$ cat src/rtl/mem_arb_pkg.sv
// Shared encodings for the fetch/data memory port arbiter.
// Optional build macro: MEM_ARB_TIMEOUT_EN (see mem_port_arbiter).
package mem_arb_pkg;

    localparam logic [0:0] ST_IDLE = 1'b0;
    localparam logic [0:0] ST_BUSY = 1'b1;

    localparam logic [1:0] OWN_NONE = 2'd0;
    localparam logic [1:0] OWN_F    = 2'd1;
    localparam logic [1:0] OWN_D    = 2'd2;

    localparam logic [3:0] FULL_MASK = 4'b1111;

endpackage

$ cat src/rtl/mem_arb_timeout_ctr.sv
// BUSY-cycle counter for the arbiter's abort path.
// Only instantiated when MEM_ARB_TIMEOUT_EN is defined.
module mem_arb_timeout_ctr #(
    parameter int TIMEOUT_CYC = 255
) (
    input  logic clk,
    input  logic rst,
    input  logic start,
    input  logic busy,
    output logic expired
);

    localparam int CW = $clog2(TIMEOUT_CYC + 1);

    logic [CW-1:0] cnt;

    assign expired = busy & (cnt == CW'(TIMEOUT_CYC));

    always_ff @(posedge clk or negedge rst) begin
        if (!rst) begin
            cnt <= '0;
        end else if (start) begin
            cnt <= '0;
        end else if (busy & ~expired) begin
            cnt <= cnt + CW'(1);
        end
    end

endmodule

$ cat src/rtl/mem_port_arbiter.sv
// Fetch/data arbiter in front of one single-ported memory.
// MEM_ARB_TIMEOUT_EN adds a BUSY timeout abort with arb_err.
module mem_port_arbiter
    import mem_arb_pkg::*;
#(
    parameter int ADDR_W     = 32,
    parameter int DATA_W     = 32,
    parameter int STARVE_MAX = 4
`ifdef MEM_ARB_TIMEOUT_EN
    ,
    parameter int TIMEOUT_CYC = 255
`endif
) (
    input  logic              clk,
    input  logic              rst,
    input  logic              f_request,
    input  logic [ADDR_W-1:0] f_addr,
    output logic              f_valid,
    output logic [DATA_W-1:0] f_rdata,
    input  logic              d_request,
    input  logic              d_we_re,
    input  logic [3:0]        d_mask,
    input  logic [ADDR_W-1:0] d_addr,
    input  logic [DATA_W-1:0] d_wdata,
    output logic              d_valid,
    output logic [DATA_W-1:0] d_rdata,
    output logic              m_request,
    output logic              m_we_re,
    output logic [3:0]        m_mask,
    output logic [ADDR_W-1:0] m_addr,
    output logic [DATA_W-1:0] m_wdata,
    input  logic              m_valid,
    input  logic [DATA_W-1:0] m_rdata,
    output logic              arb_err
);

    localparam int SW = $clog2(STARVE_MAX + 1);

    logic [0:0]    state;
    logic [1:0]    owner;
    logic [SW-1:0] starve_cnt;
    logic          busy;
    logic          starved;
    logic          pick_d;
    logic          pick_f;
    logic          grant;
    logic          tmo;
    logic          done;
    logic          own_f;
    logic          own_d;

    assign busy    = (state == ST_BUSY);
    assign starved = (starve_cnt == SW'(STARVE_MAX));
    assign pick_d  = d_request & ~(f_request & starved);
    assign pick_f  = f_request & ~pick_d;
    assign grant   = ~busy & (pick_d | pick_f);

`ifdef MEM_ARB_TIMEOUT_EN
    logic expired;

    mem_arb_timeout_ctr #(
        .TIMEOUT_CYC(TIMEOUT_CYC)
    ) u_tmo (
        .clk    (clk),
        .rst    (rst),
        .start  (grant),
        .busy   (busy),
        .expired(expired)
    );

    // A real answer in the expiry cycle wins over the abort.
    assign tmo = expired & ~m_valid;
`else
    assign tmo = 1'b0;
`endif

    assign done      = busy & (m_valid | tmo);
    assign own_f     = (owner == OWN_F);
    assign own_d     = (owner == OWN_D);
    assign m_request = busy;
    assign f_valid   = done & own_f;
    assign d_valid   = done & own_d;
    assign f_rdata   = (busy & m_valid & own_f) ? m_rdata : '0;
    assign d_rdata   = (busy & m_valid & own_d) ? m_rdata : '0;
    assign arb_err   = tmo;

    always_ff @(posedge clk or negedge rst) begin
        if (!rst) begin
            state      <= ST_IDLE;
            owner      <= OWN_NONE;
            starve_cnt <= '0;
            m_we_re    <= 1'b0;
            m_mask     <= '0;
            m_addr     <= '0;
            m_wdata    <= '0;
        end else if (grant) begin
            state   <= ST_BUSY;
            owner   <= pick_d ? OWN_D : OWN_F;
            m_we_re <= pick_d & d_we_re;
            m_mask  <= pick_d ? d_mask : FULL_MASK;
            m_addr  <= pick_d ? d_addr : f_addr;
            m_wdata <= pick_d ? d_wdata : '0;
            if (pick_f) begin
                starve_cnt <= '0;
            end else if (f_request & ~starved) begin
                starve_cnt <= starve_cnt + SW'(1);
            end
        end else if (done) begin
            state <= ST_IDLE;
            owner <= OWN_NONE;
        end
    end

endmodule
$ cat config.mk
export PLATFORM = sky130hd
export DESIGN_NAME = mem_port_arbiter
export DESIGN_NICKNAME = d
export VERILOG_FILES = /design/src/rtl/mem_arb_pkg.sv /design/src/rtl/mem_arb_timeout_ctr.sv /design/src/rtl/mem_port_arbiter.sv
export SDC_FILE = /design/constraint.sdc
export NUM_CORES = 1
export LEC_CHECK = 0
export CORE_ASPECT_RATIO = 1.2
export CORE_UTILIZATION = 30
export DETAILED_ROUTE_END_ITERATION = 8
export PLACE_DENSITY = 0.81
export RECOVER_POWER = 25
export SYNTH_ARGS = -nofsm -noshare
export SYNTH_HDL_FRONTEND = slang
export SYNTH_SLANG_ARGS = --single-unit
$ cat constraint.sdc
create_clock -name clk -period 1.8 [get_ports clk]
set_clock_uncertainty 0.2 [all_clocks]
set_input_delay 0.36 -clock clk [delete_from_list [all_inputs] [get_ports clk]]
set_output_delay 0.36 -clock clk [all_outputs]
set_load 0.01 [all_outputs]
==> results.toml, run 1 <==
[logic_synthesis]
yosys_warnings = 0
syn_area_um2 = 3450
synth_top_area_share_pct = 54.3
synthCells = 295
yosysSeqAreaShare_pct = 54.3
syn_nets = 435
synth-seq-cells = 75
ys_top_cells_by_area = "dfrtp_1 (54%), and2_1 (17%), a221o_1 (9.3%), a22o_1 (8.6%), buf_2 (1.3%)"
yosysTopAreaCell = "dfrtp_1"
syn_area_per_cell_um2 = 11.7
yosysUniqueCellTypes = 25

[clock_network]
clock_latency_ns = 0.33
cts_made_buffers = 9
cts_sinks = 75
h-tree-depth = 3
clockBufferDepth = 2
cts_tree = "done"
path_clk_slew_ns = 0.05
root_buffer = "clkbuf_16"

[sta]
finalSetupTns_ns = -25.13
fin_ws_ns = -0.374
period_share_pct = 121
min_period_ns = 2.17
worst_slew_pin_slew_ns = 0.693
rsz0062_at_grt = "yes"
maxSlewViolCount = 0
max-slew-margin-rel_pct = 53.8
fmaxAchievable_mhz = 460
setup_violations = 133
finalHoldWorstSlack_ns = 0.245
hold_violations = 0

[route]
drc = 0
first_pass_iters = 4
vias = 3703
drt_iter0_drc = 161
wirelength_mm = 14.6
detail_route.wl_per_cell_um = 19.3
vias_per_cell = 4.90
antenna_left = 0

[critical_path]
startpoint = "m_request$_DFFE_PN0P_"
timing.rr.end = "m_addr[20]$_DFFE_PN0P_"
crit_chain = "nand2_4, nor3b_4, buf_6, buf_6, buf_16, and2_4, buf_6"
start_kind = "flip-flop"
r2r_setup_slack_ns = -0.20
cp_data_arrival_time_ns = 1.61
worst_ep_required_time_ns = 1.24
r2r_cells = 7
slowest_delay_ns = 0.39
criticalPathCategory = "flip-flop to output pin"
crit_end = "f_rdata[4]"
cp-end-kind = "output pin"
crit_fanout = 4
cpMostUsedCell = "buf_6"
reg2reg_from = "m_request$_DFFE_PN0P_"
worst_path_max_delay_cell = "dfrtp_1"

[status]
violations = "negative setup slack"
outcome = "complete, but fails checks"

[grt]
antenna_found_initial = 3
grt_pass1_vias = 3838
grt.total_usage_pct = 23.4
gr-total-overflow = 0
grt_pass1_wl_mm = 20.7
grt_max_degree = 76

[power]
ir_worst_vdd_uv = 682
fin_total_pwr_mw = 8.50
powerDensity_nw_per_um2 = 1210
power.leakage_nw = 3.54

[finish]
layout_commonest_cell = "clkdlybuf4s50_1"
areaGrowthSynthToFinish_pct = 103
layout-drive-gt1-share_pct = 26.5
final_core_util_pct = 62.9
layout_common_cells = "clkdlybuf4s50_1 (140), dfrtp_1 (75), and2_1 (70)"
n_fill_cell = 928
final_cell_count_no_fill = 755
final_area_um2 = 7010
nNetsFinal = 735

[job]
cap_violations = 0

[floorplanning]
dieArea_um2 = 11900
die_y_um = 120
coreArea_um2 = 11100
die_x_um = 99.9
rows = 42
io-pin-count = 275
start_util_pct = 31.0

[placement]
io_buffers = 273
postPlaceCellArea_um2 = 6460
dp_slack_ns = -0.844
place_congestion = 0.798
place_inst = 716
hpwl_mm = 9.43

[worst_hold_path]
hp-class = "input port to flip-flop"
==> worst max-delay path, delay by kind of cell, from the launching register on <==
family                 cells  cell delay (ns)
buffers and inverters      4             0.46
flip-flops                 1             0.39
AND/OR/NAND/NOR            3             0.44
==> cells in the mapped netlist <==
cell / count
a21boi_2: 1
nor3b_1: 1
o21bai_1: 1
nor2_1: 3
nand3_1: 3
nand2_1: 4
ha_1: 2
nor3b_2: 2
o22a_1: 4
clkbuf_1: 11
buf_2: 9
a31o_2: 1
a221o_1: 32
inv_1: 3
dfrtp_1: 75
a21o_1: 1
conb_1: 1
a22o_1: 34
nand2b_1: 2
and3_4: 1
or2b_1: 1
and2_1: 96
o21ai_0: 3
buf_4: 1
buf_6: 3
==> metal layers <==
layer	wire, um	vias to the layer above	global-route usage [%]	share of wire (%)
met1	4990	1790	23.3	34
met4	490	2	10.8	3.4
li1	-	1678	-	-
met3	1170	32	6.93	8.1
met5	9	-	0	0.062
met2	7890	201	43.8	54
==> how the worst min path moves through the flow <==
| stage | start | to | slack, ns | depth (start not counted) |
|---|---|---|---|---|
| 3_3_place_gp | rst | m_addr[28]$_DFFE_PN0P_ | 0.20 | 2 |
| 6_report | m_valid | m_request$_DFFE_PN0P_ | 0.24 | 2 |
| 2_1_floorplan | rst | m_addr[0]$_DFFE_PN0P_ | -0.14 | 0 |
| 5_1_grt | m_valid | m_request$_DFFE_PN0P_ | 0.25 | 2 |
| 4_1_cts | m_valid | m_request$_DFFE_PN0P_ | 0.19 | 2 |
| 3_5_place_dp | rst | m_addr[29]$_DFFE_PN0P_ | 0.21 | 2 |
==> flip-flops by register name, summed over array words and instances (netlist names) <==
signal,cells
owner,2
m_wdata,32
starve_cnt,3
m_request,1
m_we_re,1
m_mask,4
m_addr,32
==> cell type report <==
class | count | area (um^2) | share of cell area (%)
Clock buffer | 10 | 229 | 3.27
Timing Repair Buffer | 308 | 3000 | 42.8
Clock inverter | 5 | 78.8 | 1.13
Sequential cell | 75 | 1880 | 26.8
Antenna cell | 2 | 5.00 | 0.0714
Tap cell | 154 | 193 | 2.75
Inverter | 3 | 15.0 | 0.214
Multi-Input combinational cell | 198 | 1610 | 23.0
==> power breakdown <==
group / internal [mW] / switching [mW]
registers: 2.36 / 0.392
clock network: 1.20 / 0.670
logic: 2.23 / 1.65
total: 5.78 / 2.71
==> repair_timing <==
action,in CTS,in global routing
gates resized for setup,362,60
buffers inserted,10,3
pin swaps,19,11
gates cloned,9,5
endpoints found under the hold margin,75,0
hold buffers,1,0
endpoints found under the setup margin,174,107
==> logic make-up after synthesis <==
family	Yosys count	synth area share, %
other	1	0.109
AO/OA/AOI/OAI	77	20.4
flip-flops	75	54.3
AND/OR/NAND/NOR	113	20.4
adder cells (fa/ha/maj)	2	0.725
buffers and inverters	27	4.02
(Power assumes the default switching activity.)
==> run 2, diff against run 1 <==
- CORE_UTILIZATION: 30 -> 31
- CTS_BUF_LIST: not set -> sky130_fd_sc_hd__clkbuf_4 sky130_fd_sc_hd__clkbuf_8
- CTS_CLUSTER_SIZE: not set -> 12
- PLACE_DENSITY: 0.81 -> 0.83
==> run 2 against run 1 <==
- the run ends with design-rule violations, negative setup slack left
- clock-buffer cell count up 2
- global-route usage is 1.5 points lower
- sequential cell count unchanged
- total power fell by 11%
- worst setup slack gained 0.015 ns
- routed wire length shrank 12%
- via count down 2.9%
- final cell count decreased by 4.5%
- clock power fell by 28%
- register-to-register slack better by 0.26 ns
- core utilization decreased by 1.6 points
- critical path type unchanged
- highest routed layer unchanged
==> results.toml, run 2 (synthesis results as in run 1) <==
[finish]
n_fill_cell = 912
reg.largest.list = "m_addr: 32 flops, m_wdata: 32 flops, m_mask: 4 flops"
multi_input_area_um2 = 1520
nNetsFinal = 724
final_area_um2 = 6540
register_area_um2 = 1880
areaGrowthSynthToFinish_pct = 89.4
final_core_util_pct = 61.3
layout-drive-gt1-share_pct = 22.9
layout_commonest_cell = "clkdlybuf4s50_1"
layout_common_cells = "clkdlybuf4s50_1 (135), and2_1 (84), dfrtp_1 (75)"

[sta]
min_period_ns = 2.16
fin_ws_ns = -0.359
hold_violations = 0
rsz0062_at_grt = "yes"
finalSetupTns_ns = -19.41
setup_violations = 66
worst_slew_pin_slew_ns = 0.934
fmaxAchievable_mhz = 463
period_share_pct = 120
maxSlewViolCount = 0
max-slew-margin-rel_pct = 37.7

[clock_network]
path_clk_slew_ns = 0.08
cts_tree = "done"
h-tree-depth = 3
clockBufferDepth = 2
cts_made_buffers = 9
clock_latency_ns = 0.34
root_buffer = "clkbuf_8"
cts_sinks = 75

[floorplanning]
rows = 41
coreArea_um2 = 10700
die_y_um = 118
io-pin-count = 275
dieArea_um2 = 11600
die_x_um = 98.4
start_util_pct = 32.4

[placement]
place_congestion = 0.806
postPlaceCellArea_um2 = 6490
hpwl_mm = 9.53
io_buffers = 273
dp_slack_ns = -0.844

[critical_path]
cp-end-kind = "output pin"
cp_top_family = "buffers and inverters"
criticalPathCategory = "flip-flop to output pin"
slowest_delay_ns = 0.40
start_kind = "flip-flop"
worst_ep_required_time_ns = 1.24
path_buf_inv = 3
worst_path_max_delay_cell = "dfrtp_1"
cp_data_arrival_time_ns = 1.60
crit_chain = "nand2_4, nor3b_4, buf_6, buf_16, and2_1, buf_2"
crit_fanout = 16

[route]
vias_per_cell = 4.99
wirelength_mm = 12.8
detail_route.wl_per_cell_um = 17.7
antenna_left = 0
drt_iter0_drc = 143
first_pass_iters = 6
vias = 3595
drc = 42

[grt]
met1_usage_pct = 21.9
grt_pass1_vias = 3704
busiest_layer = "met2"
use_met2_pct = 39.2
grt_pass1_wl_mm = 19.4
grt.total_usage_pct = 21.9
gr-total-overflow = 0
use_met3_pct = 9.26
grt_max_degree = 76
antenna_found_initial = 6

[worst_hold_path]
hp-class = "input port to flip-flop"

[power]
ir_worst_vdd_uv = 664
power.leakage_nw = 3.22
powerDensity_nw_per_um2 = 1160

[job]
cap_violations = 0

[status]
outcome = "complete, but fails checks"
violations = "design-rule violations, negative setup slack"
run 2: changes by cell type in the layout (fill, tap and decap cells not counted), sizes merged:
cell           before  now
dlymetal6s2s       21    0
buf                98   93
clkdlybuf4s50     140  135
clkdlybuf4s15       0    1
clkinvlp            1    0
and3                6    1
diode               2    3
inv                 2    3
dlygate4sd2        44   70
bufinv              2    1
run 2: routing by layer:
layer	up-vias	part of all wire, %
met5	-	0.34
met4	6	3.1
met3	37	11
met2	210	52
met1	1702	33
li1	1640	-
run 2: per-stage QoR:
step                      hold slack (ns)  total power, mW  cells
after floorplan                    -0.136             4.28    295
after global placement              0.206             6.52    692
after detailed placement            0.211             6.63    692
after CTS                           0.140             7.57    715
after global routing                0.192             8.02    718
final                               0.210             7.58    721
run 2: what timing repair did:
action / CTS / global route
resized for setup: 348 / 28
cloned: 2 / 1
pin swaps: 4 / 13
setup buffers: 4 / 4
endpoints found under the setup margin: 168 / 109
endpoints found under the hold margin: 75 / 0
hold buffers: 1 / 0
run 2: final timing paths:
| kind | from | end | slack, ns | depth (start not counted) |
|---|---|---|---|---|
| max | m_request$_DFFE_PN0P_ | d_rdata[31] | -0.36 | 6 |
| min | m_valid | m_request$_DFFE_PN0P_ | 0.21 | 2 |
| min in group asynchronous | rst | m_addr[28]$_DFFE_PN0P_ | 0.59 | 3 |
| min reg2reg | m_wdata[5]$_DFFE_PN0P_ | m_wdata[5]$_DFFE_PN0P_ | 0.30 | 1 |
| max reg2reg | starve_cnt[1]$_DFFE_PN0P_ | m_addr[1]$_DFFE_PN0P_ | 0.06 | 6 |
| max in group asynchronous | rst | m_wdata[1]$_DFFE_PN0P_ | 0.18 | 3 |
run 2: layout make-up:
type | instances | area share, %
repair buffers | 302 | 42.1
flip-flops and latches | 75 | 28.7
multi-input cells | 193 | 23.2
well taps | 129 | 2.47
clock buffers | 12 | 2.43
clock inverters | 4 | 0.746
inverters | 3 | 0.172
diodes | 3 | 0.115
run 2: report_power, final:
group          leakage, nW  switching, mW  internal (mW)
clock network        0.110          0.618          0.730
logic                 2.17           1.52           1.98
registers            0.938          0.384           2.35
total                 3.22           2.52           5.06
==> run 3, diff against run 2 <==
- CORE_MARGIN: not set -> 1
==> results of run 3 <==
The final DEF is identical to that of run 2; final timing and power are the same.
